==> src/rtl/fifo_to_custom_ip_reader_pkg.sv <==
// Shared packet layout for the FIFO <-> Custom IP adapters.
// Field positions are the inverse of the Custom-IP-to-FIFO packing.
package fifo_to_custom_ip_reader_pkg;

  localparam int PACKET_SIZE_BITS = 256;

  localparam int BS_ID_W   = 8;
  localparam int FPGA_ID_W = 8;
  localparam int PCKG_ID_W = 16;
  localparam int TX_UID_W  = 8;
  localparam int RX_UID_W  = 8;
  localparam int VPB_W     = 16;
  localparam int MSG_W     = 32;
  localparam int NUM_MSG   = 6;

  localparam int BS_ID_MSB   = 255;
  localparam int BS_ID_LSB   = 248;
  localparam int FPGA_ID_MSB = 247;
  localparam int FPGA_ID_LSB = 240;
  localparam int PCKG_ID_MSB = 239;
  localparam int PCKG_ID_LSB = 224;
  localparam int TX_UID_MSB  = 223;
  localparam int TX_UID_LSB  = 216;
  localparam int RX_UID_MSB  = 215;
  localparam int RX_UID_LSB  = 208;
  localparam int VPB_MSB     = 207;
  localparam int VPB_LSB     = 192;

  localparam int MSG0_LSB = 160;
  localparam int MSG1_LSB = 128;
  localparam int MSG2_LSB = 96;
  localparam int MSG3_LSB = 64;
  localparam int MSG4_LSB = 32;
  localparam int MSG5_LSB = 0;

  // Encodings equal the number of buffered packets.
  typedef enum logic [1:0] {
    OCC_EMPTY = 2'd0,
    OCC_ONE   = 2'd1,
    OCC_TWO   = 2'd2
  } occ_e;

  function automatic logic [1:0] inflight(
    input logic [1:0] occ,
    input logic       pending
  );
    return occ + {1'b0, pending};
  endfunction

endpackage

==> src/rtl/fifo_to_custom_ip_reader_pkt.sv <==
// Two-entry head/tail packet buffer (pkt_skid_buffer).
// Head is always the oldest packet; tail only holds data in OCC_TWO.
module pkt_skid_buffer
  import fifo_to_custom_ip_reader_pkg::*;
#(
  parameter int W = 256
) (
  input  logic         clk,
  input  logic         rst,
  input  logic         push_i,
  input  logic [W-1:0] data_i,
  input  logic         pop_i,
  output logic [W-1:0] head_o,
  output logic [1:0]   occ_o
);

  occ_e         occ_q, occ_d;
  logic [W-1:0] head_q, head_d;
  logic [W-1:0] tail_q, tail_d;

  always_ff @(posedge clk or posedge rst) begin
    if (rst) begin
      occ_q  <= OCC_EMPTY;
      head_q <= '0;
      tail_q <= '0;
    end else begin
      occ_q  <= occ_d;
      head_q <= head_d;
      tail_q <= tail_d;
    end
  end

  always_comb begin
    occ_d  = occ_q;
    head_d = head_q;
    tail_d = tail_q;
    unique case (occ_q)
      OCC_EMPTY: begin
        if (push_i) begin
          occ_d  = OCC_ONE;
          head_d = data_i;
        end
      end
      OCC_ONE: begin
        if (push_i && pop_i) begin
          head_d = data_i;
        end else if (push_i) begin
          occ_d  = OCC_TWO;
          tail_d = data_i;
        end else if (pop_i) begin
          occ_d = OCC_EMPTY;
        end
      end
      OCC_TWO: begin
        // Upstream never issues a capture here without a pop.
        if (pop_i) begin
          occ_d  = OCC_ONE;
          head_d = tail_q;
        end
      end
      default: begin
        occ_d = OCC_EMPTY;
      end
    endcase
  end

  assign head_o = head_q;
  assign occ_o  = occ_q;

endmodule

==> src/rtl/fifo_to_custom_ip_reader.sv <==
// Standard-mode FIFO to Custom IP field adapter.
// Optional PKT_COUNT_EN adds a saturating delivered-packet counter.
module fifo_to_custom_ip_reader #(
  parameter int PACKET_SIZE_BITS =
    fifo_to_custom_ip_reader_pkg::PACKET_SIZE_BITS
) (
  input  logic                        clk,
  input  logic                        rst,
  output logic                        rd_en,
  input  logic [PACKET_SIZE_BITS-1:0] dout,
  input  logic                        empty,
  output logic                        in_fifo_V_BS_ID_empty_n,
  input  logic                        in_fifo_V_BS_ID_read,
  output logic [7:0]                  in_fifo_V_BS_ID_dout,
  output logic [7:0]                  in_fifo_V_FPGA_ID_dout,
  output logic [15:0]                 in_fifo_V_PCKG_ID_dout,
  output logic [7:0]                  in_fifo_V_TX_UID_dout,
  output logic [7:0]                  in_fifo_V_RX_UID_dout,
  output logic [15:0]                 in_fifo_V_VALID_PACKET_BYTES_dout,
  output logic [31:0]                 in_fifo_V_MESSAGE_0_dout,
  output logic [31:0]                 in_fifo_V_MESSAGE_1_dout,
  output logic [31:0]                 in_fifo_V_MESSAGE_2_dout,
  output logic [31:0]                 in_fifo_V_MESSAGE_3_dout,
  output logic [31:0]                 in_fifo_V_MESSAGE_4_dout,
  output logic [31:0]                 in_fifo_V_MESSAGE_5_dout
`ifdef PKT_COUNT_EN
  ,
  output logic [31:0]                 pkt_count
`endif
);

  import fifo_to_custom_ip_reader_pkg::*;

  logic                        pop;
  logic                        pending_q, pending_d;
  logic [1:0]                  occ;
  logic [1:0]                  infl;
  logic [PACKET_SIZE_BITS-1:0] head;

  assign pop = in_fifo_V_BS_ID_read & in_fifo_V_BS_ID_empty_n;
  assign infl = inflight(occ, pending_q);

  // A slot freed by this cycle's pop may be refilled immediately.
  always_comb begin
    rd_en = 1'b0;
    if (!rst && !empty) begin
      rd_en = (infl < 2'd2) || ((infl == 2'd2) && pop);
    end
  end

  assign pending_d = rd_en;

  always_ff @(posedge clk or posedge rst) begin
    if (rst) begin
      pending_q <= 1'b0;
    end else begin
      pending_q <= pending_d;
    end
  end

  pkt_skid_buffer #(
    .W (PACKET_SIZE_BITS)
  ) u_buf (
    .clk    (clk),
    .rst    (rst),
    .push_i (pending_q),
    .data_i (dout),
    .pop_i  (pop),
    .head_o (head),
    .occ_o  (occ)
  );

  assign in_fifo_V_BS_ID_empty_n = (occ != OCC_EMPTY);

  assign in_fifo_V_BS_ID_dout =
    head[BS_ID_MSB:BS_ID_LSB];
  assign in_fifo_V_FPGA_ID_dout =
    head[FPGA_ID_MSB:FPGA_ID_LSB];
  assign in_fifo_V_PCKG_ID_dout =
    head[PCKG_ID_MSB:PCKG_ID_LSB];
  assign in_fifo_V_TX_UID_dout =
    head[TX_UID_MSB:TX_UID_LSB];
  assign in_fifo_V_RX_UID_dout =
    head[RX_UID_MSB:RX_UID_LSB];
  assign in_fifo_V_VALID_PACKET_BYTES_dout =
    head[VPB_MSB:VPB_LSB];
  assign in_fifo_V_MESSAGE_0_dout =
    head[MSG0_LSB+MSG_W-1:MSG0_LSB];
  assign in_fifo_V_MESSAGE_1_dout =
    head[MSG1_LSB+MSG_W-1:MSG1_LSB];
  assign in_fifo_V_MESSAGE_2_dout =
    head[MSG2_LSB+MSG_W-1:MSG2_LSB];
  assign in_fifo_V_MESSAGE_3_dout =
    head[MSG3_LSB+MSG_W-1:MSG3_LSB];
  assign in_fifo_V_MESSAGE_4_dout =
    head[MSG4_LSB+MSG_W-1:MSG4_LSB];
  assign in_fifo_V_MESSAGE_5_dout =
    head[MSG5_LSB+MSG_W-1:MSG5_LSB];

`ifdef PKT_COUNT_EN
  logic [31:0] pkt_count_q, pkt_count_d;

  always_comb begin
    pkt_count_d = pkt_count_q;
    if (pop && (pkt_count_q != 32'hFFFF_FFFF)) begin
      pkt_count_d = pkt_count_q + 32'd1;
    end
  end

  always_ff @(posedge clk or posedge rst) begin
    if (rst) begin
      pkt_count_q <= '0;
    end else begin
      pkt_count_q <= pkt_count_d;
    end
  end

  assign pkt_count = pkt_count_q;
`endif

endmodule

==> config.mk <==
export PLATFORM = sky130hd
export DESIGN_NAME = fifo_to_custom_ip_reader
export DESIGN_NICKNAME = d
export VERILOG_FILES = /design/src/rtl/fifo_to_custom_ip_reader_pkg.sv /design/src/rtl/fifo_to_custom_ip_reader_pkt.sv /design/src/rtl/fifo_to_custom_ip_reader.sv
export SDC_FILE = /design/constraint.sdc
export NUM_CORES = 1
export LEC_CHECK = 0
export ABC_CLOCK_PERIOD_IN_PS = 18900
export CAP_MARGIN = 15
export CORE_MARGIN = 2
export CORE_UTILIZATION = 46
export DETAILED_ROUTE_END_ITERATION = 12
export HOLD_SLACK_MARGIN = 0.02
export PLACE_DENSITY = 0.74
export SYNTH_ARGS = -nofsm -noshare
export SYNTH_HDL_FRONTEND = slang
export SYNTH_SLANG_ARGS = --single-unit
==> constraint.sdc <==
create_clock -name clk -period 18.9 [get_ports clk]
set_input_delay 3.78 -clock clk [delete_from_list [all_inputs] [get_ports clk]]
set_output_delay 3.78 -clock clk [all_outputs]
set_load 0.1 [all_outputs]
# After elaboration in Yosys (flattened, before gate mapping)
# Index checks and enable logic that the tools add are counted.
classes:
  addsub: 1
  magnitude_cmp: 1
  eq_ne: 8
  n_mux: 11
  n_bitwise: 2
  reduce_logical: 12
op_table:
  columns: ["operator", "n"]
  rows:
  - ["256-bit 2-to-1 mux", 3]
  - ["256-bit case mux with 3 select lines", 1]
  - ["2-bit 2-to-1 mux", 5]
  - ["4-bit AND reduction", 2]
  - ["2-bit inequality test, second input constant", 3]
  - ["2-bit case mux with 3 select lines", 1]
  - ["2-bit equality test, second input constant", 2]
  - ["1-bit logical AND", 3]
  - ["3-bit inequality test, second input constant", 1]
  - ["3-bit AND reduction", 1]
  - ["3-bit nonzero test", 1]
  - ["2-bit by 1-bit adder with 2-bit output", 1]
  - ["2-bit by 1-bit equality test with 1-bit output, second input constant", 1]
  - ["1-bit zero test", 2]
  - ["2-bit zero test", 1]
  - ["2-bit < comparator, second input constant", 1]
  - ["2-bit by 1-bit inequality test with 1-bit output, second input constant", 1]
  - ["2-bit nonzero test", 1]
  - ["1-bit bitwise AND", 1]
  - ["1-bit logical OR", 1]
  - ["1-bit 2-to-1 mux", 1]
  - ["1-bit NOT", 1]
word_totals:
  ff_bits: 515
  in_bits: 260
  output_inout_bits: 258
  word_cells: 39

# Logic depth before layout (Yosys ltp)
# Gate-level depths: netlist (run 1).
depth:
  ltp_word: 6
  mapped_depth: 6
  mapped_depth_nobuf: 4

# Modules after synthesis
# A second synthesis (run 1) with hierarchy kept.
hier_totals:
  hier_cells: 1387
  area_unflattened_um2: 24143.2
modules_own_cells:
  columns: ["mod", "instances", "cells_per_inst", "area_per_inst_um2", "seq_area_each_um2"]
  rows:
  - ["pkt_skid_buffer", 1, 1378, 24056.8, 12862.3]
  - ["fifo_to_custom_ip_reader", 1, 9, 86.3, 25.0]

# Least setup slack after synthesis (run 1)
# No wires, ideal clock.
synth_path:
  path_kind: "input to output"
  startpoint: "input in_fifo_V_BS_ID_read"
  endpoint: "output rd_en"
  arrival_ns: 8.859
  required_time_ns: 15.120
  path_slack_ns: 6.261
  cell_stages: 3
  n_path_buf: 1
  path_cell_list: "buf_2 > a311oi_1 > a2111oi_0"
synth_between:
  elab_chain_len: 4
synth_rtl:
  columns: ["element", "line_no", "text"]
  rows:
  - ["from (decl)", "fifo_to_custom_ip_reader.sv:13", "input logic in_fifo_V_BS_ID_read,"]
  - ["1-bit bitwise AND", "fifo_to_custom_ip_reader.sv:40", "assign pop = in_fifo_V_BS_ID_read & in_fifo_V_BS_ID_empty_n;"]
  - ["1-bit logical AND", "fifo_to_custom_ip_reader.sv:47", "rd_en = (infl < 2'd2) || ((infl == 2'd2) && pop);"]
  - ["1-bit logical OR", "fifo_to_custom_ip_reader.sv:47", null]
  - ["1-bit 2-to-1 mux", "fifo_to_custom_ip_reader.sv:46", "if (!rst && !empty) begin"]
  - ["to (decl)", "fifo_to_custom_ip_reader.sv:9", "output logic rd_en,"]
# Every way passes these cells.

# Worst setup path in the final report (run 1)
# Same ends and word-level chain as after synthesis.

==> results of run 1 <==
[path summary, 6_finish.rpt]
| check | endpoint | slack (ns) |
|---|---|---|
| min in group asynchronous | pending_q | 3.77 |
| worst max-delay path | rd_en | 8.76 |
| worst max register to register | u_buf.tail_q[89] | 15.44 |
| worst min-delay path | u_buf.tail_q[188] | 0.48 |
| worst min register to register | u_buf.tail_q[188] | 0.48 |
| max in group asynchronous | u_buf.head_o[194] | 12.94 |
[worst max-delay path: cells and delay by family]
family,cells,cell delay (ns)
AO/OA/AOI/OAI,2,0.67
buffers and inverters,2,1.90
[layout make-up]
| type | count | area (um2) | area share, % |
|---|---|---|---|
| Timing Repair Buffer | 533 | 5340 | 17.5 |
| Clock buffer | 84 | 1640 | 5.36 |
| Inverter | 3 | 18.8 | 0.0615 |
| Tap cell | 672 | 841 | 2.75 |
| Multi-Input combinational cell | 782 | 9610 | 31.5 |
| Clock inverter | 13 | 169 | 0.553 |
| Sequential cell | 515 | 12900 | 42.2 |
| Antenna cell | 8 | 20.0 | 0.0656 |
[sequential cells by signal, indices dropped and copies added (netlist names)]
signal,cells
u_buf.head_o,256
u_buf.tail_q,256
u_buf.occ_o,2
pending_q,1
[logic make-up (layout without fill, tap and decap cells)]
| kind of cell | after synthesis | count (layout) | share of synthesized area, % |
|---|---|---|---|
| AOI/OAI and AO/OA | 7 | 7 | 0.296 |
| adders and majority gates | 1 | 1 | 0.0537 |
| buffers and inverters | 90 | 633 | 3.41 |
| DFF | 515 | 515 | 55.3 |
| muxes | 769 | 769 | 40.7 |
| other | 0 | 8 | 0 |
| and+or+nand+nor | 5 | 5 | 0.161 |
[metrics by stage]
stage          power, mW  hold WS (ns)
3_5_place_dp        4.75         0.468
6_report            5.79         0.479
3_3_place_gp        4.68         0.460
5_1_grt             6.02         0.495
4_1_cts             5.84         0.482
2_1_floorplan       4.02         0.450
[power by group through the flow]
stage / logic [mW] / clock network (mW) / registers, mW
after floorplan: 0.590 / 0 / 3.43
after global placement: 2.85 / 0 / 1.83
after detailed placement: 2.88 / 0 / 1.87
after CTS: 2.89 / 1.10 / 1.85
after global routing: 2.95 / 1.15 / 1.92
final: 2.86 / 1.08 / 1.85
[metal layers]
| layer | GRT usage [%] | vias to the layer above | share of wire [%] |
|---|---|---|---|
| li1 | - | 5990 | - |
| met1 | 25.1 | 6897 | 40 |
| met2 | 34.5 | 364 | 49 |
| met3 | 7.89 | 94 | 8.4 |
| met4 | 6.39 | 12 | 2.5 |
| met5 | 0 | - | 0.13 |
[placed cells by master (no fill, tap or decap)]
cell type	synthesis	layout
a2111oi_0	1	1
a21oi_1	2	2
a311oi_1	1	1
and3b_4	0	1
buf_12	0	2
buf_16	0	1
buf_4	40	13
bufinv_16	0	4
clkbuf_1	0	16
clkbuf_16	0	57
clkbuf_8	0	11
clkdlybuf4s50_1	0	517
clkinv_1	1	1
clkinv_2	0	8
dfrtp_1	515	515
diode_2	0	8
ha_1	1	1
inv_1	2	1
inv_6	0	1
inv_8	0	1
mux2_1	303	303
mux2_2	245	245
mux2_4	220	220
mux2i_1	1	1
nand2b_4	0	1
nor2b_2	1	1
nor3b_1	1	1
o21bai_1	1	1
o22ai_1	1	1
o2bb2ai_4	1	1
or2_2	1	1
==> metrics.txt, run 1 <==
largest net degree at the start of global routing=170; Hold Path Class=reg -> reg; wire per inst=21.0 um; CTS buffer count=55; RSZ-0062 raised after global routing=no; worst reg2reg startpoint=u_buf.occ_o[1]; Clk pwr share=18.6%; port buffer count=517; # clock sinks=515; part of the power in registers=32.0%; CP peak stage delay=1.24 ns; Gates resized, CTS repair=0; leakage power=13.6 nW; Setup Fix Bufs, Post-CTS=0; # DRC=0; DR pass1 iterations=4; Worst-Skew Late Latency=0.60 ns; Setup WS pre-CTS=8.74 ns; Synth Cell Area=23,300 um2; width of the die=229 um; GP Congestion=0.820; post-layout worst setup margin=8.76 ns; crit path cell chain=clkdlybuf4s50_1, a311oi_1, a2111oi_0, clkdlybuf4s50_1; CP Data Required Time=15.12 ns; crit path from=in_fifo_V_BS_ID_read; P per Cell Area=190 nW/um2; measured slew at the worst slew-check pin=1.10 ns; Post-Syn Instances=1,387; count of cell types in the netlist=23; count of pins over their slew limit=0; Crit-path slowest cell=clkdlybuf4s50_1; Worst Path Max Fanout=8; status=complete, no violations; Syn Nets=1,648; skew final=0.0178 ns; MaxCap Viol Count=0; ys async rst share=100%; Final period util=53.7%; FF+latch count, synth=515; total gr overflow=0; GRT Overall Usage=20.8%; Synth Warn #=0; dpl hpwl=37.1 mm; min-delay src=u_buf.tail_q[188]; Worst Setup End Kind=output pin; final net count=2,151; Core ar.=50,100 um2; first-pass GRT wire length=85.2 mm; maximum clock path buffer count=3; die area=52,400 um2; top-count cell post-synth=dfrtp_1; Synth area leader=dfrtp_1; final hold violation count=0; number of synthesized flops with an enable pin=0; cts hold-fix bufs=0; Crit Path Category=in -> out; post-synth top area share=55.3%; dpl cell area=28,700 um2; final instance area=30,500 um2; Worst-path clk slew=0.06 ns; CP Launch Type=primary input; number of cell rows=82; Int Power=3.07 mW; Syn Area/Cell=16.8 um2; share of layout cells above drive strength 1=29.4%; Placed Cells incl. Taps=2,504; hold depth=1; area delta synth->final=31.1%; Finished Layout Cells=2,610; Initial DRC Count=552; FF-to-FF path depth=5; CTS tree=done; remaining antenna violation count after routing=0; Finished Core Util=61.0%; Net Sw Power=2.73 mW; clk root buf=clkbuf_16; main area contributors after synthesis=dfrtp_1 (55%), mux2_1 (15%), mux2_4 (14%); Arr. time, crit path=6.36 ns; fillers=3,888; io pins=518; Final setup viols=0; CTS H-tree depth=2; sw frac=47.1%; max frequency=98.6 MHz; Top FF cell, synth=dfrtp_1; die height=229 um; most used cell, CP=clkdlybuf4s50_1; worst vdd ir=0.117 mV; DR vias=13,400; vias per cell=5.12; vias in the first global route=14,400; worst rel slew slack=26.3%; sequential fraction of the synthesis area=55.3%; TNS Setup=0 ns; Commonest cells post-synth=dfrtp_1 (515), mux2_1 (303), mux2_2 (245); Gate power share=49.5%; Final min period=10.14 ns; total detailed-routing wirelength=54.8 mm; initial antenna violation count=13; initial core utilization=46.5%
No activity file was read; power rests on OpenSTA's default activity.
==> run 2: changes to the inputs <==
--- a/config.mk
+++ b/config.mk
@@ -5,7 +5,7 @@
 export SDC_FILE = /design/constraint.sdc
 export NUM_CORES = 1
 export LEC_CHECK = 0
-export ABC_CLOCK_PERIOD_IN_PS = 18900
+export ABC_CLOCK_PERIOD_IN_PS = 8300
 export CAP_MARGIN = 15
 export CORE_MARGIN = 2
 export CORE_UTILIZATION = 46
==> constraint.sdc (replaced) <==
create_clock -name clk -period 8.3 [get_ports clk]
set_input_delay 1.66 -clock clk [delete_from_list [all_inputs] [get_ports clk]]
set_output_delay 1.66 -clock clk [all_outputs]
set_load 0.1 [all_outputs]
==> metrics.txt, run 2 (synthesis results as in run 1) <==
status=complete, no violations; Core ar.=50,100 um2; Finished Core Util=61.1%; measured slew at the worst slew-check pin=1.13 ns; share of layout cells above drive strength 1=29.5%; Initial DRC Count=607; Power Total=13.2 mW; die height=229 um; worst vdd ir=0.282 mV; wire per inst=21.0 um; cts hold-fix bufs=0; min-delay src=u_buf.tail_q[198]; Setup Fix Bufs, Post-CTS=0; Gates resized, CTS repair=0; count of pins over their slew limit=0; DR pass1 iterations=4; fillers=3,814; clk root buf=clkbuf_16; GP Congestion=0.791; area delta synth->final=31.4%; commonest non-fill, non-tap cells in the layout=clkdlybuf4s50_1 (517), dfrtp_1 (515), mux2_1 (303); Worst-path clk slew=0.06 ns; # DRC=0; total gr overflow=0; CTS tree=done; port buffer count=517; vias in the first global route=14,400; width of the die=229 um; Worst-Skew Late Latency=0.59 ns; Seq. cell area=12,900 um2; worst rel slew slack=24.2%; vias per cell=5.09; skew final=0.0131 ns; Crit Path Category=in -> out; Hold Path Class=reg -> reg; RSZ-0062 raised after global routing=no; maximum clock path buffer count=3; CTS buffer count=55; MaxCap Viol Count=0; leakage power=13.6 nW; final net count=2,150; # clock sinks=515; total detailed-routing wirelength=54.8 mm; crit path from=in_fifo_V_BS_ID_read; number of cell rows=82; Worst Path Max Fanout=8; CP Launch Type=primary input; max frequency=163 MHz; most common cell after layout, fill and taps aside=clkdlybuf4s50_1; post-layout worst setup margin=2.17 ns; largest net degree at the start of global routing=174; Final period util=73.8%; die area=52,400 um2; Arr. time, crit path=4.47 ns; Multi-input gate area=9620 um2; Setup WS pre-CTS=2.12 ns; io pins=518; initial antenna violation count=16; DR vias=13,300; CP Data Required Time=6.64 ns; P per Cell Area=432 nW/um2; worst reg2reg startpoint=u_buf.occ_o[1]; initial core utilization=46.5%; Final setup viols=0; worst hold slack=0.478 ns; CTS H-tree depth=2; dpl hpwl=36.8 mm; final hold violation count=0; Worst Setup End Kind=output pin; Final min period=6.13 ns; remaining antenna violation count after routing=0; first-pass GRT wire length=85.9 mm; GRT Overall Usage=20.9%
## run 2: critical path, stage by stage
cell             delay, ns
clkdlybuf4s50_1       0.68
a311oi_1              0.17
a2111oi_1             0.69
clkdlybuf4s50_1       1.27
## run 2: through the flow
step / setup TNS (ns) / instance area (um2) / std cells
final: 0 / 30600 / 2616
after global routing: 0 / 30600 / 2615
after CTS: 0 / 30600 / 2603
after detailed placement: 0 / 28700 / 2504
after global placement: 0 / 28700 / 2504
after floorplan: -182.46 / 23300 / 1387
## run 2: report_power, final
part / internal, mW / switching, mW / leakage [nW] / total, mW
Clock: 1.50 / 0.988 / 0.912 / 2.48
Combinational: 1.86 / 4.66 / 6.54 / 6.53
Sequential: 3.65 / 0.568 / 6.16 / 4.21
Total: 7.00 / 6.22 / 13.6 / 13.2
## run 2: layout make-up
cell class	instances	area share (%)
antenna	13	0.106
clock buffer	89	5.61
clock inverter	10	0.421
inverter	3	0.0491
multi-input combinational	782	31.4
sequential	515	42.1
tap	672	2.75
timing repair buffer	532	17.5
## run 2: final timing paths
| kind | to | slack [ns] | cells past startpoint |
|---|---|---|---|
| max | rd_en | 2.17 | 4 |
| min | u_buf.tail_q[198] | 0.48 | 1 |
| max reg2reg | u_buf.tail_q[178] | 5.46 | 4 |
| min reg2reg | u_buf.tail_q[198] | 0.48 | 1 |
| max in group asynchronous | u_buf.tail_q[111] | 4.90 | 4 |
| min in group asynchronous | u_buf.occ_o[1] | 1.61 | 2 |
## run 2: metal layers
| metal | global-route usage, % | wire [um] | vias up |
|---|---|---|---|
| met5 | 0 | 40 | - |
| li1 | - | - | 6001 |
| met3 | 6.86 | 3990 | 98 |
| met4 | 8.48 | 1730 | 6 |
| met1 | 25.5 | 22400 | 6875 |
| met2 | 34.2 | 26700 | 344 |
